==> config.mk <==
export PLATFORM = sky130hd
export DESIGN_NAME = alu_seq_flat
export DESIGN_NICKNAME = d
export VERILOG_FILES = /design/src/rtl/alu_seq_if.sv /design/src/rtl/alu_seq.sv /design/src/flat_wrapper.sv
export SDC_FILE = /design/constraint.sdc
export NUM_CORES = 1
export LEC_CHECK = 0
export ABC_AREA = 1
export BUFFER_PORTS_ARGS = -buffer_cell sky130_fd_sc_hd__buf_2
export CAP_MARGIN = 20
export CORE_UTILIZATION = 65
export DETAILED_ROUTE_END_ITERATION = 16
export PLACE_DENSITY = 0.93
export SLEW_MARGIN = 20
export SYNTH_ARGS = -nofsm -noshare
export SYNTH_HDL_FRONTEND = slang
export SYNTH_SLANG_ARGS = --single-unit
==> constraint.sdc <==
create_clock -name clk -period 4.9 [get_ports clk]
set_clock_uncertainty 0.15 [all_clocks]
set_input_delay 0.98 -clock clk [delete_from_list [all_inputs] [get_ports clk]]
set_output_delay 0.98 -clock clk [all_outputs]
set_load 0.005 [all_outputs]
==> src/rtl/alu_seq_if.sv <==
// Instruction/result bus between the instruction source, alu_seq and the writeback stage.
//
// Handshake rules (both sides):
//   A transfer happens on a rising clk edge where valid && ready are both high.
//   valid must not depend combinationally on ready, and the payload must stay
//   stable while valid is high and ready is low.
//   ready may be driven combinationally.
interface alu_seq_if #(
  parameter int WIDTH = 8,
  parameter int OPC_W = 3
);
  logic               in_valid;
  logic               in_ready;
  logic [OPC_W-1:0]   opc;
  logic [WIDTH-1:0]   op_a;
  logic [WIDTH-1:0]   op_b;
  logic               out_valid;
  logic               out_ready;
  logic [2*WIDTH-1:0] result;
  logic               err;

  // Instruction source / writeback side.
  modport master (
    output in_valid, opc, op_a, op_b, out_ready,
    input  in_ready, out_valid, result, err
  );

  // ALU side.
  modport slave (
    input  in_valid, opc, op_a, op_b, out_ready,
    output in_ready, out_valid, result, err
  );
endinterface

==> src/rtl/alu_seq.sv <==
// Multi-cycle opcode ALU: ADD/SUB finish in one cycle, MUL (shift-add) and
// DIV/VAR (restoring division) iterate one bit per clock over WIDTH cycles.
// Results are full 2*WIDTH-bit values held until the consumer accepts them.
module alu_seq #(
  parameter int WIDTH = 8,
  parameter int OPC_W = 3
) (
  input  logic        clk,
  input  logic        rst_n,
  alu_seq_if.slave    bus,
  output logic [1:0]  state_o
);

  localparam int CW = $clog2(WIDTH + 1);

  localparam logic [OPC_W-1:0] OP_ADD = OPC_W'(0);
  localparam logic [OPC_W-1:0] OP_SUB = OPC_W'(1);
  localparam logic [OPC_W-1:0] OP_MUL = OPC_W'(2);
  localparam logic [OPC_W-1:0] OP_DIV = OPC_W'(3);
  localparam logic [OPC_W-1:0] OP_VAR = OPC_W'(4);

  typedef enum logic [1:0] {
    S_IDLE = 2'd0,
    S_CALC = 2'd1,
    S_DONE = 2'd2
  } state_t;

  state_t             state_q, state_d;
  logic [CW-1:0]      cnt_q, cnt_d;
  logic [OPC_W-1:0]   opc_q, opc_d;
  logic [WIDTH-1:0]   b_q, b_d;       // multiplicand or divisor
  logic [WIDTH-1:0]   rem_q, rem_d;   // upper product half or partial remainder
  logic [WIDTH-1:0]   quo_q, quo_d;   // multiplier/lower product or dividend/quotient
  logic [2*WIDTH-1:0] result_q, result_d;
  logic               err_q, err_d;

  // One iteration of both datapaths; the FSM picks the one matching opc_q.
  logic [WIDTH:0]     mul_sum;
  logic [WIDTH:0]     div_shift;
  logic [WIDTH-1:0]   div_diff;
  logic               div_ge;
  logic [WIDTH-1:0]   iter_rem, iter_quo;

  // Shift-add multiply step and restoring-divide step.
  always_comb begin
    mul_sum   = {1'b0, rem_q} + (quo_q[0] ? {1'b0, b_q} : '0);
    div_shift = {rem_q, quo_q[WIDTH-1]};
    div_ge    = div_shift >= {1'b0, b_q};
    div_diff  = div_shift[WIDTH-1:0] - b_q;
    if (opc_q == OP_MUL) begin
      iter_rem = mul_sum[WIDTH:1];
      iter_quo = {mul_sum[0], quo_q[WIDTH-1:1]};
    end else begin
      iter_rem = div_ge ? div_diff : div_shift[WIDTH-1:0];
      iter_quo = {quo_q[WIDTH-2:0], div_ge};
    end
  end

  // Next-state and datapath control.
  always_comb begin
    state_d  = state_q;
    cnt_d    = cnt_q;
    opc_d    = opc_q;
    b_d      = b_q;
    rem_d    = rem_q;
    quo_d    = quo_q;
    result_d = result_q;
    err_d    = err_q;
    case (state_q)
      S_IDLE: begin
        if (bus.in_valid) begin
          opc_d = bus.opc;
          b_d   = bus.op_b;
          rem_d = '0;
          quo_d = bus.op_a;
          cnt_d = CW'(WIDTH);
          err_d = 1'b0;
          case (bus.opc)
            OP_ADD: begin
              result_d = {{WIDTH{1'b0}}, bus.op_a} + {{WIDTH{1'b0}}, bus.op_b};
              state_d  = S_DONE;
            end
            OP_SUB: begin
              result_d = {{WIDTH{1'b0}}, bus.op_a} - {{WIDTH{1'b0}}, bus.op_b};
              state_d  = S_DONE;
            end
            OP_MUL: state_d = S_CALC;
            OP_DIV, OP_VAR: begin
              if (bus.op_b == '0) begin
                // Divide by zero: all-ones quotient, dividend as remainder.
                result_d = (bus.opc == OP_DIV) ? {{WIDTH{1'b0}}, {WIDTH{1'b1}}}
                                               : {{WIDTH{1'b0}}, bus.op_a};
                err_d    = 1'b1;
                state_d  = S_DONE;
              end else begin
                state_d = S_CALC;
              end
            end
            default: begin
              result_d = '0;
              err_d    = 1'b1;
              state_d  = S_DONE;
            end
          endcase
        end
      end
      S_CALC: begin
        rem_d = iter_rem;
        quo_d = iter_quo;
        if (cnt_q == CW'(1)) begin
          cnt_d   = '0;
          state_d = S_DONE;
          err_d   = 1'b0;
          if (opc_q == OP_MUL)      result_d = {iter_rem, iter_quo};
          else if (opc_q == OP_DIV) result_d = {{WIDTH{1'b0}}, iter_quo};
          else                      result_d = {{WIDTH{1'b0}}, iter_rem};
        end else begin
          cnt_d = cnt_q - CW'(1);
        end
      end
      S_DONE: begin
        if (bus.out_ready) state_d = S_IDLE;
      end
      default: state_d = S_IDLE;
    endcase
  end

  // State and datapath registers; reset discards any in-flight operation.
  always_ff @(posedge clk or negedge rst_n) begin
    if (!rst_n) begin
      state_q  <= S_IDLE;
      cnt_q    <= '0;
      opc_q    <= '0;
      b_q      <= '0;
      rem_q    <= '0;
      quo_q    <= '0;
      result_q <= '0;
      err_q    <= 1'b0;
    end else begin
      state_q  <= state_d;
      cnt_q    <= cnt_d;
      opc_q    <= opc_d;
      b_q      <= b_d;
      rem_q    <= rem_d;
      quo_q    <= quo_d;
      result_q <= result_d;
      err_q    <= err_d;
    end
  end

  assign bus.in_ready  = (state_q == S_IDLE);
  assign bus.out_valid = (state_q == S_DONE);
  assign bus.result    = result_q;
  assign bus.err       = err_q;
  assign state_o       = state_q;

endmodule

==> src/flat_wrapper.sv <==
// flat-port wrapper written by rule: the top's interface ports become plain ports
module alu_seq_flat 
#(
  parameter int WIDTH = 8,
  parameter int OPC_W = 3
)
  (clk, rst_n, state_o, bus_in_valid, bus_opc, bus_op_a, bus_op_b, bus_out_ready, bus_in_ready, bus_out_valid, bus_result, bus_err);
  alu_seq_if #(.WIDTH(WIDTH), .OPC_W(OPC_W)) bus_i ();
  input  logic clk;
  input  logic rst_n;
  output logic [1:0] state_o;
  input wire logic [$bits(bus_i.in_valid)-1:0] bus_in_valid;
  input wire logic [$bits(bus_i.opc)-1:0] bus_opc;
  input wire logic [$bits(bus_i.op_a)-1:0] bus_op_a;
  input wire logic [$bits(bus_i.op_b)-1:0] bus_op_b;
  input wire logic [$bits(bus_i.out_ready)-1:0] bus_out_ready;
  output wire logic [$bits(bus_i.in_ready)-1:0] bus_in_ready;
  output wire logic [$bits(bus_i.out_valid)-1:0] bus_out_valid;
  output wire logic [$bits(bus_i.result)-1:0] bus_result;
  output wire logic [$bits(bus_i.err)-1:0] bus_err;
  assign bus_i.in_valid = bus_in_valid;
  assign bus_i.opc = bus_opc;
  assign bus_i.op_a = bus_op_a;
  assign bus_i.op_b = bus_op_b;
  assign bus_i.out_ready = bus_out_ready;
  assign bus_in_ready = bus_i.in_ready;
  assign bus_out_valid = bus_i.out_valid;
  assign bus_result = bus_i.result;
  assign bus_err = bus_i.err;
  alu_seq #(.WIDTH(WIDTH), .OPC_W(OPC_W)) u_core (.clk(clk), .rst_n(rst_n), .bus(bus_i), .state_o(state_o));
endmodule
==> impl_results.md, run 1 <==
- Status: complete, but fails checks
- Failing checks: design-rule violations
- Worst r2r src: u_core.state_o[0]
- Hold Path Class: reg2reg
- HP Start: u_core.bus.result[7]
- Lkg Pwr: 2.54 nW
- Main synth FF type: dfrtp_1
- Setup TNS: 0 ns
- Period minus WS final: roughly 3.2 ns
- Yosys warning count: 0
- Gate Count Post-Synth: 658
- Top cell by count, worst path: inv_2
- Slew Viols, Final: 0
- Footprint of the multi-input gates: roughly 2600 sq um
- Yosys top cell area share: ~29%
- H-tree levels: 2
- CP max stage delay: about 0.58 ns
- Routed Antenna Nets: 0
- Reg-to-reg slack, setup: 1.68 ns
- Mux contribution to synthesized area: 0%
- Share of cells above drive strength 1: a little under an eighth
- Commonest non-fill, non-tap cell in the layout: nand2_1
- F_max: 311 MHz
- Synthesis-to-finish area growth: 6.79%
- CP required: ~5 ns
- Hold Path Depth: 2
- Worst vdd rail ir drop: around 0.43 mV
- Sequential-to-total area share from yosys stat: approximately 29%
- Overflow after GRT: 0
- Final core utilization: between 70% and 80%
- Clock Power Share: a little under a tenth
- Critical path's slowest cell: nor2_4
- Initial core utilization: roughly two thirds
- Maximum fanout along the worst path: 33
- CP Cell Sequence: inv_2 -> nor2_4 -> inv_2 -> nand2_4 -> inv_2 -> nor2_4 -> nand2_4 -> inv_2 -> nand2_1 -> a21oi_1 -> a21oi_1
- Internal: about 1.3 mW
- Register area: ~1300 sq um
- 1st-iter DRT viols: 435
- Maximum root-to-sink buffer count: 2
- Largest family of logic cells by synthesized area: simple AND/OR/NAND/NOR gates
- Clk root buf: clkbuf_8
- Sequential share of power: between 20 and 30%
- Initial antenna violation count: 0
- CP Data Arrival Time: 3.27 ns
- Die Width: approximately 84 um
- Most frequent cells in the layout: nand2_1, inv_1, o21ai_0
- R2R depth: 11
- Vias in the first global route: between 4000 and 5000
- GPL Wtd Cong: 0.952
- Comb power frac: 62.4%
- CTS sink count: 50
- Routed len/inst: approximately 16 um
- Nets: ~750
- CP Capture Type: flop
- Die Ht: around 84 um
- Io pins: 44
- Cell accounting for the most synthesized area: dfrtp_1
- Vias/cell: between 6 and 7
- Switching power: roughly 1.4 mW
- Area contributors post-synth: dfrtp_1, nand2_1, ha_1, inv_1, o21ai_0
- Largest net degree at the start of global routing: 37
- Num CTS Buffers: 5
- DRC viols: 2
- Startpoint types: flop
- TritonCTS clock tree: built
- Skew-Pair Late Insertion Delay: 0.32 ns
- Sw frac: a little over half
- Hold endpoint: u_core.bus.result[7]
- Power Density: between 500 and 600 nW/um^2
- Synth Area in Simple Gates: roughly 30%
- Mapped Avg Cell Area: about 6.7 sq um
- Worst slew margin: about half
- DR pass1 iterations: 12
- RSZ-0062 raised after global routing: false
- Yosys cell types: 40
- Mapped Nets: just over 700
- Post-CTS Setup Bufs: 0
- Final setup violation count: 0
- FF-to-FF End: u_core.bus.result[0]
- Clock slew at reported path FFs: around 0.10 ns
- EDFF count, synth: 0
- Dpl hpwl: ~9400 um
- Core box area: between 6000 and 7000 sq um
- XOR/XNOR Fraction of Synth Area: less than 1%
- Worst-margin pin slew: 0.747 ns
- Max-Cap Viols: 0
- Syn Std Cell Area: between 4000 and 5000 sq um
- Final period utilization: around two thirds
- First-pass GRT wire length: ~20000 um
- Final Hold Fails: 0
- CTS resizes: 0
- Yosys reg bits: 50
- Post-CTS Hold Buffers: 0
- Area share of fa/ha/maj cells after synthesis: a little under an eighth
- Die ar.: 7080 sq um
- Port Buf Inserts: 43
- Diodes inserted: 0
- Synth Area in Compound Gates: 17.2%
- Row count: 29
- Setup Crit Path Kind: reg2reg
- Fill cells: ~530
- Synth async-reset ratio: 100%
- Vias after detailed routing: 4713
- Total track usage: about a third
- DRT Wirelength: 12200 um
==> state kept, by name, indices dropped and copies added, names as in the netlist <==
signal and flops:
u_core.b_q 8, u_core.bus.err 1, u_core.bus.result 16, u_core.cnt_q 4, u_core.opc_q 3, u_core.quo_q 8, u_core.rem_q 8, u_core.state_o 2
==> worst max-delay path by stage <==
stage | slack, ns | to | startpoint | cells past startpoint
finish | 1.68 | u_core.bus.result[0] | u_core.state_o[0] | 11
global route | 1.52 | u_core.bus.result[0] | u_core.state_o[0] | 11
CTS | 1.79 | u_core.bus.result[0] | u_core.state_o[0] | 11
detailed placement | 1.80 | u_core.bus.result[0] | u_core.state_o[0] | 11
global placement | 1.87 | u_core.bus.result[14] | bus_op_a[0] | 12
floorplan | 2.25 | u_core.bus.result[10] | bus_op_a[0] | 11
==> through the flow <==
stage	total power, mW	hold slack, ns	cells	worst slack, ns	cell area [sq um]
2_1_floorplan	1.93	0.303	658	2.25	4390
6_report	2.66	0.350	766	1.68	4690
3_5_place_dp	2.35	0.316	758	1.80	4600
3_3_place_gp	2.28	0.315	758	1.87	4600
4_1_cts	2.61	0.343	766	1.79	4690
5_1_grt	2.87	0.370	766	1.52	4690
==> critical path: cells and delay by family (launching register included) <==
kind | cells | cell delay [ns]
AOI/OAI and AO/OA | 2 | 0.32
buffers and inverters | 4 | 0.90
DFF | 1 | 0.47
and+or+nand+nor | 5 | 1.24
==> logic make-up (layout without fill, tap and decap cells) <==
kind of cell,count (synthesis),in the layout
AND/OR/NAND/NOR,301,301
XOR/XNOR,3,3
AO/OA/AOI/OAI,137,137
flip-flops,50,50
adder cells (fa/ha/maj),38,38
buffers and inverters,129,160
==> synth_stat cells, types with 4 or more instances <==
cell type	count
nand2_1	155
inv_1	101
o21ai_0	58
nor2_1	55
a21oi_1	51
dfrtp_1	50
nand3_1	50
ha_1	34
nand4_1	16
clkbuf_1	8
inv_2	7
o221ai_1	7
buf_2	6
nor3_1	6
nor2_2	5
fa_1	4
==> power groups by stage <==
stage	Combinational, mW	Clock, mW	Sequential (mW)
2_1_floorplan	1.21	0	0.715
3_3_place_gp	1.54	0	0.739
3_5_place_dp	1.60	0	0.749
4_1_cts	1.62	0.249	0.742
5_1_grt	1.84	0.262	0.769
6_report	1.66	0.252	0.747
==> area by class of cell <==
class	instances	area share (%)
flip-flops and latches	50	26.7
inverters	108	8.65
well taps	77	2.06
clock buffers	5	1.47
clock inverters	3	0.454
multi-input cells	479	55.9
repair buffers	44	4.75
==> layer usage <==
| metal | wire (um) | track usage [%] | vias to the layer above |
|---|---|---|---|
| li1 | - | - | 2202 |
| met1 | 4930 | 44.9 | 2211 |
| met2 | 6000 | 60.2 | 250 |
| met3 | 829 | 4.82 | 50 |
| met4 | 480 | 15.7 | 0 |
| met5 | 0 | 0 | - |
No activity file was read; power rests on OpenSTA's default activity.
==> run 2: changes to the inputs <==
--- a/config.mk
+++ b/config.mk
@@ -5,12 +5,12 @@
 export SDC_FILE = /design/constraint.sdc
 export NUM_CORES = 1
 export LEC_CHECK = 0
-export ABC_AREA = 1
+export ABC_AREA = 0
 export BUFFER_PORTS_ARGS = -buffer_cell sky130_fd_sc_hd__buf_2
 export CAP_MARGIN = 20
-export CORE_UTILIZATION = 65
+export CORE_UTILIZATION = 54
 export DETAILED_ROUTE_END_ITERATION = 16
-export PLACE_DENSITY = 0.93
+export PLACE_DENSITY = 0.83
 export SLEW_MARGIN = 20
 export SYNTH_ARGS = -nofsm -noshare
 export SYNTH_HDL_FRONTEND = slang
==> constraint.sdc (replaced) <==
create_clock -name clk -period 2.8 [get_ports clk]
set_clock_uncertainty 0.15 [all_clocks]
set_input_delay 0.56 -clock clk [delete_from_list [all_inputs] [get_ports clk]]
set_output_delay 0.56 -clock clk [all_outputs]
set_load 0.005 [all_outputs]
==> run 2 against run 1 <==
  * The run now ends clean
  * Fmax increased by 20%
  * Critical path type unchanged
  * Count of clock-buffer cells in the layout increased by 2
  * Register-to-register slack got worse by 1.6 ns
  * Critical endpoint is now u_core.bus.result[6]
  * Largest cell class unchanged
==> impl_results.md, run 2 <==
- Status: completed
- Post-CTS Hold Buffers: 0
- Final core utilization: 64.5%
- Worst slew margin: a little under 60%
- F_max: roughly 370 MHz
- Sw frac: a little under half
- Nets: roughly 610
- Port Buf Inserts: 43
- Area share of fa/ha/maj cells after synthesis: about an eighth
- TritonCTS clock tree: built
- Hold Path Class: in2async
- Core box area: roughly 7400 sq um
- Switching power: roughly 2.4 mW
- Diodes inserted: 0
- Largest register FFs: 16
- Vias after detailed routing: 4137
- Synth Area in Simple Gates: around a fifth
- Maximum root-to-sink buffer count: 2
- Clock Power Share: about a tenth
- Power Density: ~1100 nW/um^2
- Final setup violation count: 0
- Mux contribution to synthesized area: between 4 and 5%
- Yosys cell types: approximately 70
- Syn Std Cell Area: roughly 4200 sq um
- Slew Viols, Final: 0
- Yosys top cell area share: slightly below 30%
- Io pins: 44
- Placed instance count: around 640
- GPL Wtd Cong: ~0.96
- CP required: 2.85 ns
- CP Data Arrival Time: ~2.7 ns
- CTS sink count: 50
- Worst-margin pin slew: slightly above 0.6 ns
- Share of cells above drive strength 1: between 10% and 20%
- Grt met1 use: roughly two fifths
- Most common cell in the netlist: nand2_1
- Routed Antenna Nets: 0
- Num CTS Buffers: 5
- Maximum fanout along the worst path: 4
- Reg-to-reg slack, setup: 0.13 ns
- DRC viols: 0
- Dpl hpwl: 9460 um
- Startpoint types: flop
- Yosys warning count: 0
- Die Width: approximately 90 um
- Sequential share of power: between 20% and 30%
- Clock slew at reported path FFs: ~0.09 ns
- Mapped Nets: around 560
- Total power: approximately 5 mW
- Worst r2r src: u_core.quo_q[7]
- Vias/cell: 6.35
- Die Ht: 90.2 um
- Total track usage: a little under a third
- Grt met2 use: around half
- Yosys reg bits: 50
- Area contributors post-synth: dfrtp_1, ha_1, nand2_1, nor2_1, o21ai_0
- R2R depth: 11
- Skew-Pair Late Insertion Delay: roughly 0.31 ns
- Max-Cap Viols: 0
- Main synth FF type: dfrtp_1
- FF-to-FF End: u_core.bus.result[6]
- Initial antenna violation count: 0
- Met3 usage: 3.55%
- First-pass GRT wire length: 19600 um
- Row count: 31
- XOR/XNOR Fraction of Synth Area: roughly 4.0%
- Busiest grt layer: met2
- DRT Wirelength: about 12000 um
- Comb power frac: 63.1%
- Die ar.: about 8000 sq um
- Mapped Avg Cell Area: 8.47 sq um
- Overflow after GRT: 0
- Largest net degree at the start of global routing: 27
- Final period utilization: about 95%
- CP Capture Type: flop
- Synth Area in Compound Gates: about a quarter
- Routed len/inst: 18.5 um
- Cell accounting for the most synthesized area: dfrtp_1
- Fin cells: 651
- H-tree levels: 2
- Gate Count Post-Synth: just under 500
- Period minus WS final: approximately 2.7 ns
- Sequential-to-total area share from yosys stat: 29.8%
- Initial core utilization: around 57%
- Setup TNS: 0 ns
- Most frequent cells in the layout: nand2_1, dfrtp_1, nor2_1, buf_2, ha_1
- Final Hold Fails: 0
- Commonest non-fill, non-tap cell in the layout: nand2_1
- Largest family of logic cells by synthesized area: compound AO/OA/AOI/OAI gates
- DR pass1 iterations: 5
- Setup Crit Path Kind: reg2reg
- Internal: 2.72 mW
- Synthesis-to-finish area growth: 13.1%
- EDFF count, synth: 0
- Most instantiated cells after synthesis: nand2_1, dfrtp_1, nor2_1
- 1st-iter DRT viols: between 400 and 500
- Vias in the first global route: ~3900
- Worst vdd rail ir drop: 0.340 mV
- Synth async-reset ratio: 100%
- Lkg Pwr: 2.23 nW
- Clk root buf: clkbuf_8
==> run 2: cell count changes in the layout (fill, tap and decap cells not counted), sizes merged, moves of 18 or more <==
cell	previous run	this run
nor2	63	45
nand2	161	58
a21oi	51	32
o21ai	62	34
inv	108	34
nand3	50	8
buf	44	70
==> run 2: cells by family (layout without fill, tap and decap cells) <==
group,Yosys count,count (layout)
muxes,20,20
and+or+nand+nor,163,163
DFF,50,50
xor gates and xnor gates,19,19
AOI/OAI and AO/OA,150,150
buffers and inverters,56,112
adders and majority gates,38,38
==> run 2: worst max-delay path: stages, from the launching register on <==
cell and delay, ns:
dfrtp_1 0.43, inv_1 0.10, ha_1 0.18, inv_1 0.09, fa_2 0.39, a211oi_2 0.22
o21bai_1 0.12, a21oi_1 0.19, xnor2_1 0.09, mux2i_1 0.23, o221ai_1 0.19, o22a_1 0.21
==> run 2: stage by stage <==
step	worst slack (ns)	area, sq um	hold slack [ns]
after detailed placement	-0.120	4630	0.306
after floorplan	0.237	4200	0.114
final	0.127	4750	0.0927
after global placement	-0.0721	4630	0.298
after global routing	-0.00101	4750	0.102
after CTS	0.0283	4740	0.101
==> run 2: timing repair <==
item,in CTS,in global routing
gates resized for setup,0,3
endpoints found under the setup margin,1,3
buffers inserted,1,0
pin swaps,0,1
==> run 2: how the worst max path moves through the flow <==
stage                         start                     to  slack (ns)  cells after the start
global placement        bus_op_b[0]  u_core.bus.result[12]       -0.07                     10
detailed placement      bus_op_b[0]   u_core.bus.result[8]       -0.12                     10
global route        u_core.quo_q[7]   u_core.bus.result[6]      -0.001                     11
CTS                 u_core.quo_q[7]   u_core.bus.result[6]        0.03                     11
floorplan               bus_op_a[0]   u_core.bus.result[8]        0.24                     10
finish              u_core.quo_q[7]   u_core.bus.result[6]        0.13                     11
==> run 2: cell type report <==
cell class / count / area [sq um]
Clock inverter: 1 / 30.0
Sequential cell: 50 / 1250
Multi-Input combinational cell: 390 / 2730
Clock buffer: 7 / 76.3
Timing Repair Buffer: 70 / 418
Inverter: 34 / 128
Fill cell: 641 / 2620
Tap cell: 99 / 124
==> run 2: per-layer routing <==
layer  share of wire (%)  wire, um
met5                   0         0
met4                 3.5       424
met3                 7.5       905
met2                  47      5640
met1                  42      5050
==> run 2: power groups by stage <==
stage | sequential [mW] | combinational [mW] | clock, mW
6_report | 1.39 | 3.24 | 0.508
5_1_grt | 1.42 | 3.53 | 0.535
4_1_cts | 1.37 | 3.14 | 0.510
3_5_place_dp | 1.38 | 3.09 | 0
3_3_place_gp | 1.36 | 2.98 | 0
2_1_floorplan | 1.30 | 2.24 | 0
